File: src/rtl/demux1_3_stream.sv
// demux1_3_stream: registered 1-to-3 valid/ready demux, round-robin or explicit steering
module demux1_3_stream #(
    parameter int WIDTH = 8
) (
    input  logic             clk,
    input  logic             rst,
    input  logic [WIDTH-1:0] in_data,
    input  logic             in_valid,
    output logic             in_ready,
    input  logic             rr_mode,
    input  logic [1:0]       sel,
    output logic [WIDTH-1:0] out_data0,
    output logic [WIDTH-1:0] out_data1,
    output logic [WIDTH-1:0] out_data2,
    output logic             out_valid0,
    output logic             out_valid1,
    output logic             out_valid2,
    input  logic             out_ready0,
    input  logic             out_ready1,
    input  logic             out_ready2,
    output logic             err_sel
);
    logic [1:0]       rr_ptr, t;
    logic [2:0]       valid_q, rdy, hit, free, load;
    logic [WIDTH-1:0] data_q [3];
    always_comb begin
        t        = rr_mode ? rr_ptr : sel;
        rdy      = {out_ready2, out_ready1, out_ready0};
        hit      = {t == 2'd2, t == 2'd1, t == 2'd0};
        free     = ~valid_q | rdy;
        in_ready = |(hit & free);
        load     = in_valid ? (hit & free) : 3'b000;
    end
    // a load into a draining slot wins over the drain
    always_ff @(posedge clk) begin
        if (rst) begin
            valid_q <= '0;
            rr_ptr  <= '0;
            err_sel <= 1'b0;
            for (int k = 0; k < 3; k++) data_q[k] <= '0;
        end else begin
            for (int k = 0; k < 3; k++) begin
                if (load[k]) begin
                    valid_q[k] <= 1'b1;
                    data_q[k]  <= in_data;
                end else if (rdy[k]) begin
                    valid_q[k] <= 1'b0;
                end
            end
            if (rr_mode && |load) rr_ptr <= (rr_ptr == 2'd2) ? 2'd0 : rr_ptr + 2'd1;
            if (!rr_mode && sel == 2'd3 && in_valid) err_sel <= 1'b1;
        end
    end
    assign {out_valid2, out_valid1, out_valid0} = valid_q;
    assign out_data0 = data_q[0];
    assign out_data1 = data_q[1];
    assign out_data2 = data_q[2];
endmodule
File: config.mk
export PLATFORM = sky130hd
export DESIGN_NAME = demux1_3_stream
export DESIGN_NICKNAME = d
export VERILOG_FILES = /design/src/rtl/demux1_3_stream.sv
export SDC_FILE = /design/constraint.sdc
export NUM_CORES = 1
export LEC_CHECK = 0
export CORE_MARGIN = 2
export CORE_UTILIZATION = 40
export DETAILED_ROUTE_END_ITERATION = 10
export DONT_BUFFER_PORTS = 1
export GPL_TIMING_DRIVEN = 1
export RECOVER_POWER = 100
export SYNTH_ARGS = -nofsm -noshare
export SYNTH_HDL_FRONTEND = slang
export SYNTH_SLANG_ARGS = --single-unit
export TNS_END_PERCENT = 50
File: constraint.sdc
create_clock -name clk -period 2.1 [get_ports clk]
set_clock_uncertainty 0.15 [all_clocks]
set_input_delay 0.42 -clock clk [delete_from_list [all_inputs] [get_ports clk]]
set_output_delay 0.42 -clock clk [all_outputs]
set_load 0.02 [all_outputs]
-- Yosys cells after proc, flatten, opt, wreduce, memory -nomap -nowiden
Memory sizes are Yosys's and may differ from the RTL's.
Index checks and enable logic that the tools add are counted.
- word-level logic and storage cells: 50
- flip-flop bits (word level): 6
- bits in writable memories: 24
- output and inout port bits: 29
- input port bits: 17
- memories: 1
- memory list (memory ; depth ; width ; read ports ; clocked after memory_dff ; write ports ; line ; RTL):
    data_q ; 3 ; 8 ; 3 ; 0 ; 3 ; 25 ; logic [WIDTH-1:0] data_q [3];
- eq/ne operators: 4
- muxes and demuxes: 23
- bitwise gates (word level): 6
- reductions and logical operators: 10
- $add $sub $neg: 1
- operators with widths (cell ; number):
    $mux W8 ; 3
    $mux W1 ; 17
    $eq A2 B2 Y1 const B ; 3
    $reduce_bool A2 Y1 ; 3
    $reduce_or A3 Y1 ; 2
    $mux W2 ; 2
    $and A3 B3 Y3 ; 1
    $logic_and A1 B1 Y1 ; 3
    $mux W3 ; 1
    $not A3 Y3 ; 1
    $or A1 B1 Y1 ; 3
    $or A3 B3 Y3 ; 1
    $add A2 B1 Y2 const B ; 1
    $eq A2 B1 Y1 const B ; 1
    $logic_not A2 Y1 ; 1
    $logic_not A1 Y1 ; 1

-- Longest topological paths before layout
- depth after elaboration: 8
- mapped depth: 5
- mapped depth without buffers: 4

-- Worst setup path after synthesis
No wires, ideal clock.
- path kind: input to output
- from: in rr_mode
- to: out in_ready
- stages on the path: 5
- path buffers: 1
- setup slack: 33 ps
- data arrival time: 1497 ps
- data required time: 1530 ps
- path through: buf_6 > mux2i_1 > nor2b_1 > a22oi_2 > inv_1
- word-level cells in the longest chain between the ends: 4
- elaborated cells on any way between the ends: 6
- classes of those cells: eq/ne (2); mux (1); bitwise (1); reduce/logical (2)
- RTL lines (item ; line ; RTL):
    from (decl) ; 10 ; input logic rr_mode,
    $mux W2 (*) ; 27 ; t = rr_mode ? rr_ptr : sel;
    $eq A2 B1 Y1, or another cell as far along ; 29 ; hit = {t == 2'd2, t == 2'd1, t == 2'd0};
    $and A3 B3 Y3 (*) ; 31 ; in_ready = |(hit & free);
    $reduce_or A3 Y1 (*) ; 31 ;
    to (decl) ; 9 ; output logic in_ready,
Mark *: on every way between the ends. The rest lies on a longest branch, timed or not.

-- Worst setup path after layout
- from: reg valid_q[1]
- to: out in_ready
- word-level cells in the longest chain between the ends: 4
- RTL lines (item ; line ; RTL):
    from (decl) ; 24 ; logic [2:0] valid_q, rdy, hit, free, load;
    from (signal assigned) ; 37 ; valid_q <= '0;
    from (signal, indexed assignment) ; 44 ; valid_q[k] <= 1'b1;
    from (signal, indexed assignment) ; 47 ; valid_q[k] <= 1'b0;
    $not A3 Y3 ; 30 ; free = ~valid_q | rdy;
    $or A3 B3 Y3 ; 30 ;
    $and A3 B3 Y3 ; 31 ;
    $reduce_or A3 Y1 ; 31 ;
Every way passes these cells.

==> reports/results.tsv <==
stage	metric	value	unit
floorplan	Die H	58.4	µm
detailed_routing	post-route DRC violation count	0	
cells_and_area	commonest non-fill, non-tap cells in the layout	edfxtp_1, nor2_1, nand2_1	
logic_synthesis	Seq/Total Area, Yosys	0.710	
global_route	initial antenna violation count	0	
sta	Slew headroom	0.635	
detailed_routing	vias	702	
global_route	Congestion Overflow GR	0	
power_and_ir_drop	PD cells	949	nW/µm²
global_route	first-pass GRT wire length	3090	µm
sta	final hold violations	0	
power_and_ir_drop	Peak VDD IR	0.000623	V
worst_setup_path	CP max stage delay	0.39	ns
sta	Final Setup Violations	0	
cells_and_area	final instance area	1320	µm²
worst_setup_path	kind of critical path	register to output port	
floorplan	Initial Utilization	0.426	
clock_network	clock-pin slew on the worst setup and hold paths	0.08	ns
placement	placed cell areas	1220	µm²
sta	Fmax	503	MHz
sta	Setup TNS	0	ns
placement	number of I/O port buffers	0	
worst_setup_path	r2r worst-path depth	5	
logic_synthesis	area of the mapped netlist	1180	µm²
logic_synthesis	EDFF count, synth	24	
cells_and_area	Area Overhead vs Synth	11.2	%
sta	period utilisation layout	0.946	
placement	gp weighted congestion	0.826	
cells_and_area	layout cells sized above 1	0.134	
worst_setup_path	critical-path cell list	and2b_2 -> mux2i_2 -> a22oi_2 -> inv_1	
logic_synthesis	Cells after Synth	85	
logic_synthesis	ys async rst share	0	
logic_synthesis	synth unique cells	28	
logic_synthesis	Avg Cell Area, Syn	13.9	µm²
power_and_ir_drop	Tot Pwr	1.25	mW
worst_setup_path	Worst EP arrival	1.42	ns
logic_synthesis	#FFs+latches synth	30	
detailed_routing	post-detailed-routing wire length	2150	µm
clock_network	TritonCTS sink count	30	
clock_network	CTS Buffer Depth	2	
global_route	largest net degree at the start of global routing	10	
logic_synthesis	Synth warnings	0	
outcome	status	completed	
floorplan	Die Footprint	3410	µm²
floorplan	num ports	46	
worst_setup_path	CP Launch Type	register	
detailed_routing	TritonRoute pass-1 iters	4	
sta	final worst setup slack	0.113	ns
power_and_ir_drop	Pleak	0.491	nW
global_route	vias in the first global route	635	
hold_path	Min-Delay Path Class	input pin to register	
cells_and_area	Filler Cell Count	253	
floorplan	die width	58.4	µm
logic_synthesis	ys flop type	edfxtp_1	
worst_setup_path	Crit. End Element	output port	
cells_and_area	# diodes	0	
run	max cap viols	0	
worst_setup_path	Crit-path slowest cell	dfxtp_1	
clock_network	CTS buffer count	5	
worst_setup_path	largest fanout on the critical path	3	
global_route	Global Route Usage Sum	0.128	
clock_network	Worst-Skew Late Latency	0.31	ns
floorplan	Placement Rows	19	
detailed_routing	drt initial violations	16	
floorplan	core area	2780	µm²
sta	Slew Viols, Final	0	
detailed_routing	Post-DRT Antenna Nets	0	
logic_synthesis	Post-Syn Nets	102	
detailed_routing	Avg WL per Cell	16.8	µm
sta	RSZ-0062 raised after global routing	no	
sta	Worst-Margin Slew	0.547	ns
clock_network	CTS H-tree depth	2	
detailed_routing	via/cell ratio	5.48	
placement	pre-CTS setup slack	0.211	ns
cells_and_area	area of the multi-input gates	303	µm²
worst_setup_path	Worst Path Required	1.53	ns
hold_path	Hold Path Depth	2	
sta	post-layout min period	1.99	ns
cells_and_area	Final nets	114	
clock_network	CTS root buf	clkbuf_4	
cells_and_area	most common library cell in the layout ignoring fill and taps	edfxtp_1	
cells_and_area	FF/Latch Area	841	µm²
clock_network	TritonCTS clock tree	yes	
metrics by stage:
step / hold slack [ns] / instances / util
after global placement: 0.343 / 117 / 0.440
after global routing: 0.107 / 128 / 0.473
after CTS: 0.00456 / 125 / 0.471
after floorplan: 0.320 / 85 / -
final: 0.109 / 128 / 0.473
after detailed placement: 0.342 / 117 / 0.440
sequential cells by signal, indices dropped and copies added, names as in the netlist:
register  cells
data_q       24
valid_q       3
rr_ptr        2
err_sel       1
critical path, delay by kind of cell, from the launching register on:
family                 cells  cell delay (ns)
muxes                      1             0.21
and+or+nand+nor            1             0.24
DFF                        1             0.39
AOI/OAI and AO/OA          1             0.08
buffers and inverters      1             0.18
Yosys cell counts (2+ instances only):
| library cell | instances | area, µm² |
|---|---|---|
| a21oi_1 | 3 | 15.0 |
| nand2b_1 | 2 | 12.5 |
| and2b_2 | 2 | 17.5 |
| nand2_1 | 10 | 37.5 |
| edfxtp_1 | 24 | 721 |
| nor3b_1 | 2 | 15.0 |
| inv_1 | 2 | 7.51 |
| o21bai_1 | 2 | 15.0 |
| nor2_1 | 11 | 41.3 |
| dfxtp_1 | 6 | 120 |
| mux2i_1 | 2 | 20.0 |
| o21ai_0 | 2 | 10.0 |
| nor2b_1 | 2 | 12.5 |
worst paths after layout:
check / from / end / slack, ns
max reg2reg: rr_ptr[1] / data_q[0][2] / 0.19
min reg2reg: valid_q[2] / valid_q[2] / 0.39
max: valid_q[1] / in_ready / 0.11
min: in_valid / rr_ptr[1] / 0.11
per-layer routing:
metal | vias up | wire [µm] | track usage
met5 | - | 0 | 0
met4 | 0 | 43 | 0.0698
met3 | 6 | 245 | 0.0879
met2 | 44 | 1060 | 0.189
met1 | 326 | 810 | 0.137
li1 | 326 | - | -
layout make-up:
type,count,area share
Inverter,2,0.00570
Sequential cell,30,0.639
Timing Repair Buffer,9,0.0418
Clock inverter,2,0.0257
Clock buffer,5,0.0285
Multi-Input combinational cell,49,0.230
Tap cell,31,0.0295
power by group:
| group | leakage [nW] | total, mW | internal [mW] | switching (mW) |
|---|---|---|---|---|
| clock | 0.0387 | 0.412 | 0.240 | 0.172 |
| sequential | 0.301 | 0.753 | 0.689 | 0.0640 |
| combinational | 0.152 | 0.0829 | 0.0317 | 0.0512 |
timing repair:
item                       4_1_cts  5_1_grt
setup endpoints to repair        1        1
hold buffers                     1        1
hold endpoints to repair         3        2
pin swaps                        0        0
setup buffers                    0        2
gates resized for setup          1        0
kinds of logic (layout without fill, tap and decap cells):
group           Yosys count  in the layout  share of synthesized area
simple gates             34             34                      0.144
flops                    30             30                      0.710
compound gates           11             11                     0.0645
buf+inv                   6             18                     0.0359
mux                       4              4                     0.0455
Power figures use the tool's default switching activity.
